$ cat src/rtl/ldlt_pkg.sv
// Shared definitions for the LDLT input feeder: matrix geometry, packed
// lower-triangle addressing and the feeder state encoding.
package ldlt_pkg;

    localparam int DATA_LEN_DEF = 34;
    localparam int FRACTION_DEF = 16;
    localparam int NODE_NUM_DEF = 1;

    typedef enum logic [1:0] {
        IDLE,
        STREAM,
        DONE
    } state_t;

    function automatic int dim_of(input int node_num);
        return 6 * node_num;
    endfunction

    function automatic int l_size_of(input int node_num);
        int d;
        d = 6 * node_num;
        return d * (d + 1) / 2;
    endfunction

    // Packed row-major lower triangle; caller guarantees r >= c.
    function automatic int tri_addr(input int r, input int c);
        return r * (r + 1) / 2 + c;
    endfunction

endpackage

$ cat src/rtl/ldlt_feeder_tri_index_gen.sv
// Row/column/linear-index walker over a packed lower triangle, row-major.
// Incremental only, so the stream path needs no multiplier.
module tri_index_gen #(
    parameter int DIM    = 6,
    parameter int L_SIZE = 21,
    parameter int RW     = $clog2(DIM),
    parameter int IW     = $clog2(L_SIZE)
) (
    input  logic          clk,
    input  logic          rst,
    input  logic          i_clear,
    input  logic          i_adv,
    output logic [RW-1:0] o_row,
    output logic [RW-1:0] o_col,
    output logic [IW-1:0] o_idx,
    output logic          o_last
);

    logic [RW-1:0] r_row;
    logic [RW-1:0] r_col;
    logic [IW-1:0] r_idx;
    logic          w_last;

    assign w_last = (r_idx == IW'(L_SIZE - 1));

    always_ff @(posedge clk) begin
        if (rst || i_clear) begin
            r_row <= '0;
            r_col <= '0;
            r_idx <= '0;
        end else if (i_adv) begin
            // Advancing past the last element wraps back to the origin.
            if (w_last) begin
                r_row <= '0;
                r_col <= '0;
                r_idx <= '0;
            end else begin
                r_idx <= r_idx + IW'(1);
                if (r_col == r_row) begin
                    r_row <= r_row + RW'(1);
                    r_col <= '0;
                end else begin
                    r_col <= r_col + RW'(1);
                end
            end
        end
    end

    assign o_row  = r_row;
    assign o_col  = r_col;
    assign o_idx  = r_idx;
    assign o_last = w_last;

endmodule

$ cat src/rtl/ldlt_feeder.sv
// Holds one symmetric matrix as its packed lower triangle (host writes) and
// streams it row-major into the LDLT core under its ready backpressure.
module ldlt_feeder
    import ldlt_pkg::*;
#(
    parameter int DATA_LEN = DATA_LEN_DEF,
    parameter int NODE_NUM = NODE_NUM_DEF,
    parameter int FRACTION = FRACTION_DEF
) (
    input  logic                              clk,
    input  logic                              rst,
    input  logic                              i_wr_en,
    input  logic [$clog2(6*NODE_NUM)-1:0]     i_wr_row,
    input  logic [$clog2(6*NODE_NUM)-1:0]     i_wr_col,
    input  logic signed [DATA_LEN-1:0]        i_wr_data,
    input  logic                              i_go,
    input  logic                              i_ready,
    output logic                              o_start,
    output logic signed [DATA_LEN-1:0]        o_data,
    output logic                              o_busy,
    output logic                              o_done,
    output logic                              o_wr_drop
);

    localparam int DIM    = dim_of(NODE_NUM);
    localparam int L_SIZE = l_size_of(NODE_NUM);
    localparam int RW     = $clog2(DIM);
    localparam int IW     = $clog2(L_SIZE);

    state_t r_state;
    state_t w_state_nxt;

    logic signed [DATA_LEN-1:0] r_mem [L_SIZE];
    logic signed [DATA_LEN-1:0] r_data;
    logic signed [DATA_LEN-1:0] w_nxt_data;
    logic                       r_done;
    logic                       r_wr_drop;

    logic [RW-1:0] w_row;
    logic [RW-1:0] w_col;
    logic [IW-1:0] w_idx;
    logic [IW-1:0] w_idx_p1;
    logic          w_last;
    logic          w_streaming;
    logic          w_beat;

    logic          w_wr_ok;
    logic [RW-1:0] w_lo_r;
    logic [RW-1:0] w_lo_c;
    logic [IW-1:0] w_wr_addr;

    assign w_streaming = (r_state == STREAM);
    assign w_beat      = w_streaming && i_ready;

    tri_index_gen #(
        .DIM    (DIM),
        .L_SIZE (L_SIZE),
        .RW     (RW),
        .IW     (IW)
    ) u_idx (
        .clk     (clk),
        .rst     (rst),
        .i_clear (!w_streaming),
        .i_adv   (w_beat),
        .o_row   (w_row),
        .o_col   (w_col),
        .o_idx   (w_idx),
        .o_last  (w_last)
    );

    // Host write path: upper-triangle indices are mirrored into the lower half.
    assign w_wr_ok   = i_wr_en && (r_state == IDLE) && !i_go
                    && (32'(i_wr_row) < DIM) && (32'(i_wr_col) < DIM);
    assign w_lo_r    = (i_wr_col > i_wr_row) ? i_wr_col : i_wr_row;
    assign w_lo_c    = (i_wr_col > i_wr_row) ? i_wr_row : i_wr_col;
    assign w_wr_addr = IW'(tri_addr(int'(w_lo_r), int'(w_lo_c)));

    always_ff @(posedge clk) begin
        if (w_wr_ok) begin
            r_mem[w_wr_addr] <= i_wr_data;
        end
    end

    assign w_idx_p1   = w_idx + IW'(1);
    assign w_nxt_data = w_last ? '0 : r_mem[w_idx_p1];

    always_ff @(posedge clk) begin
        if (rst) begin
            r_state <= IDLE;
        end else begin
            r_state <= w_state_nxt;
        end
    end

    always_comb begin
        w_state_nxt = r_state;
        case (r_state)
            IDLE:    if (i_go) w_state_nxt = STREAM;
            STREAM:  if (i_ready && w_last) w_state_nxt = DONE;
            DONE:    w_state_nxt = IDLE;
            default: w_state_nxt = IDLE;
        endcase
    end

    always_ff @(posedge clk) begin
        if (rst) begin
            r_data    <= '0;
            r_done    <= 1'b0;
            r_wr_drop <= 1'b0;
        end else begin
            r_done    <= (r_state == DONE);
            r_wr_drop <= i_wr_en && !w_wr_ok;
            if ((r_state == IDLE) && i_go) begin
                r_data <= r_mem[0];
            end else if (w_beat) begin
                r_data <= w_nxt_data;
            end
        end
    end

    assign o_start   = w_streaming;
    assign o_busy    = w_streaming;
    assign o_data    = r_data;
    assign o_done    = r_done;
    assign o_wr_drop = r_wr_drop;

endmodule

$ cat config.mk
export PLATFORM = sky130hd
export DESIGN_NAME = ldlt_feeder
export DESIGN_NICKNAME = d
export VERILOG_FILES = /design/src/rtl/ldlt_pkg.sv /design/src/rtl/ldlt_feeder_tri_index_gen.sv /design/src/rtl/ldlt_feeder.sv
export SDC_FILE = /design/constraint.sdc
export NUM_CORES = 1
export LEC_CHECK = 0
export BUFFER_PORTS_ARGS = -buffer_cell sky130_fd_sc_hd__buf_4
export CAP_MARGIN = 20
export CELL_PAD_IN_SITES_DETAIL_PLACEMENT = 0
export CELL_PAD_IN_SITES_GLOBAL_PLACEMENT = 1
export CORE_ASPECT_RATIO = 1.25
export CORE_MARGIN = 2
export CORE_UTILIZATION = 59
export CTS_CLUSTER_SIZE = 40
export DETAILED_ROUTE_END_ITERATION = 7
export PLACE_DENSITY_LB_ADDON = 0.1
export SYNTH_ARGS = -nofsm -noshare
export SYNTH_HDL_FRONTEND = slang
export SYNTH_HIERARCHICAL = 1
export SYNTH_SLANG_ARGS = --single-unit
export TNS_END_PERCENT = 10
$ cat constraint.sdc
create_clock -name clk -period 14.9 [get_ports clk]
set_input_delay 2.98 -clock clk [delete_from_list [all_inputs] [get_ports clk]]
set_output_delay 2.98 -clock clk [all_outputs]
set_load 0.05 [all_outputs]
==> flow_summary.toml, run 1 <==
[final_layout]
area_growth_pct = 13.3
fillers = 3188
design_area_sq_um = 33500
layout-drive-gt1-share_pct = 33.2
num-nets-final = 1589
fin_util_pct = 67.8
diodes = 0

[clock_network]
clk_pin_slew_ns = 0.06
holdBufCountCts = 0
cts_made_buffers = 70
cts.path.max_buffers = 3
cts_tree = "built"
cts_sinks = 757
cts_max_level = 3
cts_setup_buffers = 0
clk-insertion-delay-late_ns = 0.60
post_cts_resized = 0
root_buffer = "clkbuf_16"

[sta]
skew_ns = 0.0218
fin_crit_ns = 8.41
maxSlewViolCount = 0
fmax_mhz = 119
setup_viol = 0
worst_slew_pin_slew_ns = 1.05
hold_viol = 0
fin_tns_setup_ns = 0
holdWs_ns = 0.485
max-slew-margin-rel_pct = 29.7
min_period_over_period_pct = 56.4
rsz0062_at_grt = "no"

[worst_setup_path]
path_max_fanout = 34
critPathCaptureType = "flop"
start_kind = "input port"
required_ns = 15.12
critPathKind = "input port to flop"
arrival_ns = 8.63

[route]
drtIter0Drc = 1105
viasPerCell = 6.36
drc_errors = 0
finalWirelength_microns = 60700
route.vias.total = 14200
routedWlPerCell_microns = 27.2
dr.pass1.iters = 5
antenna_left = 0

[power_and_ir_drop]
power.share.combinational_pct = 7.4
leakage_nw = 10.5
p_int_mw = 3.54
powerDensity_nw_per_um2 = 135
pwr-share-clk_pct = 39.5
vdd_ir_drop_max_mv = 0.104
p_seq_share_pct = 53.0
p_sw_share_pct = 21.7
power_switching_mw = 0.981

[die]
die_h_microns = 254
ios = 83
die_area_sq_um = 51900
placementRows = 91
start_util_pct = 59.8
die_w_microns = 204
coreArea_sq_um = 49400

[placed_design]
numPortBuffers = 82
gp_congestion = 0.762
placed_cell_area_sq_um = 31200
dpl.hpwl_microns = 35700

[global_routing]
grt_use_total_pct = 24.2
antenna_found_initial = 0
grt_max_degree = 128
gr-total-overflow = 0
grt_pass1_wl_microns = 91800
grt_pass1_vias = 14700

[job]
maxCapViolCount = 0

[worst_hold_path]
holdCritPathClass = "flop to flop"

[synth]
syn-num-nets = 1460
yosysWarningCount = 6
syn_area_per_cell_sq_um = 21.2
synth_cells = 1395
syn-cell-area_sq_um = 29600

[run_status]
status = "finished clean"
-- registers in the layout, summed over array words and instances (netlist names) --
signal / flops
o_data: 34
o_done: 1
o_wr_drop: 1
r_mem: 714
r_state: 2
u_idx/o_idx: 5
-- cell usage in the layout, fill, tap and decap left out, types with 15 or more instances in the layout --
cell type	count
mux2_2	85
dfxtp_1	42
clkbuf_16	72
ha_1	15
nor3_2	19
a221oi_1	19
a22oi_1	36
o22ai_1	34
nor2_1	21
buf_4	129
mux4_2	170
o21ai_0	41
edfxtp_1	714
-- metrics by stage --
stage	worst slack (ns)	std cells	power (mW)
2_1_floorplan	4.33	1395	2.64
3_3_place_gp	6.04	2103	2.77
3_5_place_dp	5.91	2103	2.78
4_1_cts	6.54	2230	4.55
5_1_grt	6.12	2230	4.66
6_report	6.49	2230	4.52
-- final timing paths --
path,startpoint,end,slack [ns],cells after the start
setup / recovery,i_wr_row[1],r_mem[19][0],6.49,21
hold / removal,o_data[4],o_data[4],0.49,2
setup reg to reg,u_idx/o_idx[0],o_data[4],10.44,6
hold reg to reg,o_data[4],o_data[4],0.49,2
-- power by group through the flow --
stage                     Combinational (mW)  Sequential [mW]  Clock [mW]
after global placement                 0.328             2.44           0
after global routing                   0.364             2.40        1.90
after floorplan                        0.177             2.47           0
final                                  0.336             2.40        1.78
after CTS                              0.338             2.40        1.82
after detailed placement               0.338             2.44           0
-- final cells by class --
cell class	instances	area [sq um]	share of cell area, %
sequential	757	22300	66.6
multi-input combinational	552	7030	21.0
clock buffer	93	1950	5.82
timing repair buffer	130	988	2.95
tap	651	815	2.43
clock inverter	34	360	1.08
inverter	13	48.8	0.146
-- worst max-delay path, cell delays in order --
cell	delay, ns
buf_4	0.11
inv_1	0.05
ha_1	0.29
nor2b_1	0.15
o22a_2	0.26
nand2b_1	0.26
mux2i_1	0.33
inv_1	0.10
ha_1	0.20
inv_1	0.06
ha_1	0.24
nor2_1	0.17
fa_1	0.42
ha_1	0.24
fa_1	0.48
ha_1	0.39
a21oi_1	0.14
xnor2_1	0.54
nand2_1	0.44
nor3_2	0.27
buf_4	0.48
-- layer usage --
metal / vias up / GRT usage, % / share of wire (%)
li1: 6133 / - / -
met1: 7533 / 32.5 / 41
met2: 425 / 41.9 / 53
met3: 82 / 2.85 / 4.4
met4: 0 / 7.70 / 2.2
met5: - / 0 / 0
(Power assumes the default switching activity.)
==> run 2, diff against run 1 <==
--- a/config.mk
+++ b/config.mk
@@ -5,13 +5,14 @@
 export SDC_FILE = /design/constraint.sdc
 export NUM_CORES = 1
 export LEC_CHECK = 0
+export ABC_AREA = 1
 export BUFFER_PORTS_ARGS = -buffer_cell sky130_fd_sc_hd__buf_4
 export CAP_MARGIN = 20
 export CELL_PAD_IN_SITES_DETAIL_PLACEMENT = 0
 export CELL_PAD_IN_SITES_GLOBAL_PLACEMENT = 1
 export CORE_ASPECT_RATIO = 1.25
 export CORE_MARGIN = 2
-export CORE_UTILIZATION = 59
+export CORE_UTILIZATION = 46
 export CTS_CLUSTER_SIZE = 40
 export DETAILED_ROUTE_END_ITERATION = 7
 export PLACE_DENSITY_LB_ADDON = 0.1
==> constraint.sdc (replaced) <==
create_clock -name clk -period 7.3 [get_ports clk]
set_input_delay 1.46 -clock clk [delete_from_list [all_inputs] [get_ports clk]]
set_output_delay 1.46 -clock clk [all_outputs]
set_load 0.05 [all_outputs]
==> flow_summary.toml, run 2 <==
[run_status]
status = "finished clean"

[die]
placementRows = 105
die_h_microns = 293
die_w_microns = 235
coreArea_sq_um = 65800
ios = 83
die_area_sq_um = 68800
start_util_pct = 46.6

[clock_network]
root_buffer = "clkbuf_16"
cts_sinks = 757
cts.path.max_buffers = 3
post_cts_resized = 0
cts_tree = "built"
cts_setup_buffers = 0
clk-insertion-delay-late_ns = 0.62
clk_pin_slew_ns = 0.06
cts_made_buffers = 76
holdBufCountCts = 0
cts_max_level = 3

[route]
viasPerCell = 5.76
route.vias.total = 20100
dr.pass1.iters = 5
drtIter0Drc = 2239
drc_errors = 0
finalWirelength_microns = 85000
routedWlPerCell_microns = 24.3
antenna_left = 0

[sta]
rsz0062_at_grt = "no"
fin_crit_ns = 6.27
maxSlewViolCount = 0
fmax_mhz = 160
setup_viol = 0
worst_slew_pin_slew_ns = 1.05
fin_tns_setup_ns = 0
max-slew-margin-rel_pct = 30.2
skew_ns = 0.0191
min_period_over_period_pct = 85.9
hold_viol = 0

[worst_setup_path]
critPathKind = "input port to flop"
start_kind = "input port"
arrival_ns = 6.55
setup.worst_path.end = "r_mem[10][15]"
critPathCaptureType = "flop"
timing.rr.end = "r_mem[16][28]"
startpoint = "i_wr_row[2]"
r2r-start = "r_state[1]"
r2r_slack_ns = 3.87
rr_worst_depth = 6
path_max_fanout = 19
required_ns = 7.59

[placed_design]
gp_congestion = 0.843
numPortBuffers = 82
dpl.hpwl_microns = 49300
placed_cell_area_sq_um = 32500

[synth]
syn-cell-area_sq_um = 30700
synth_cells = 2525
syn-num-nets = 2590
syn_area_per_cell_sq_um = 12.1
yosysWarningCount = 6

[job]
maxCapViolCount = 0

[global_routing]
grt_max_degree = 178
grt_pass1_vias = 19300
antenna_found_initial = 2
gr-total-overflow = 0
grt_pass1_wl_microns = 126000
grt_use_total_pct = 24.6

[final_layout]
num-nets-final = 2637
layout-drive-gt1-share_pct = 10.6
design_area_sq_um = 34900
largest_reg_flops = 714
fin_util_pct = 53.0
area_growth_pct = 13.9
layout_commonest_cell = "edfxtp_1"
final_cell_mix = "714 x edfxtp_1, 323 x nand2_1, 306 x o21ai_0"
regMostFlops = "r_mem"

[power_and_ir_drop]
leakage_nw = 12.1
vdd_ir_drop_max_mv = 0.165
powerDensity_nw_per_um2 = 274

[worst_hold_path]
holdCritPathClass = "flop to flop"
-- run 2: area by class of cell --
type	instances	area, sq um
Antenna cell	1	2.50
Clock buffer	96	2040
Clock inverter	46	372
Fill cell	5620	30900
Inverter	142	541
Multi-Input combinational cell	1466	7360
Sequential cell	757	22300
Tap cell	856	1070
Timing Repair Buffer	129	1230
-- run 2: worst max-delay path: stages --
cell	delay (ns)
buf_4	0.10
inv_1	0.05
ha_1	0.33
a21oi_1	0.14
nand2_1	0.16
nand2_2	0.16
nand2_1	0.08
nand2_1	0.18
ha_1	0.18
inv_1	0.04
ha_1	0.29
or2_2	0.32
fa_1	0.50
inv_1	0.06
fa_1	0.43
ha_1	0.36
nand2_1	0.07
nand2_1	0.05
nand2_1	0.06
nand2_1	0.07
inv_1	0.04
nor2_1	0.11
nand4_1	0.16
nand2_1	0.25
nand3_1	0.36
nor2_4	0.22
buf_4	0.30
-- run 2: worst min path at each step --
| stage | startpoint | endpoint | slack [ns] | cells past startpoint |
|---|---|---|---|---|
| global placement | r_state[0] | o_done | 0.50 | 1 |
| CTS | r_state[0] | o_done | 0.53 | 1 |
| floorplan | r_state[0] | o_done | 0.42 | 1 |
| finish | r_state[0] | o_done | 0.51 | 1 |
| global route | r_state[0] | o_done | 0.55 | 1 |
| detailed placement | r_state[0] | o_done | 0.52 | 1 |
-- run 2: layer usage --
layer / GRT usage (%) / part of all wire, %
met3: 4.64 / 7.6
met4: 6.62 / 1.9
met2: 38.3 / 47
met5: 0 / 0
met1: 35.6 / 44
-- run 2: where the power goes --
| part | switching (mW) | internal [mW] |
|---|---|---|
| clock | 1.65 | 2.17 |
| combinational | 0.625 | 0.207 |
| sequential | 0.0302 | 4.88 |
-- run 2: through the flow --
step	power (mW)	hold WS [ns]	setup slack, ns	instances
finish	9.56	0.509	1.03	3493
global route	9.87	0.551	0.624	3492
CTS	9.62	0.532	1.06	3491
detailed placement	5.83	0.521	0.400	3349
global placement	5.82	0.501	0.468	3349
floorplan	5.43	0.421	0.134	2525
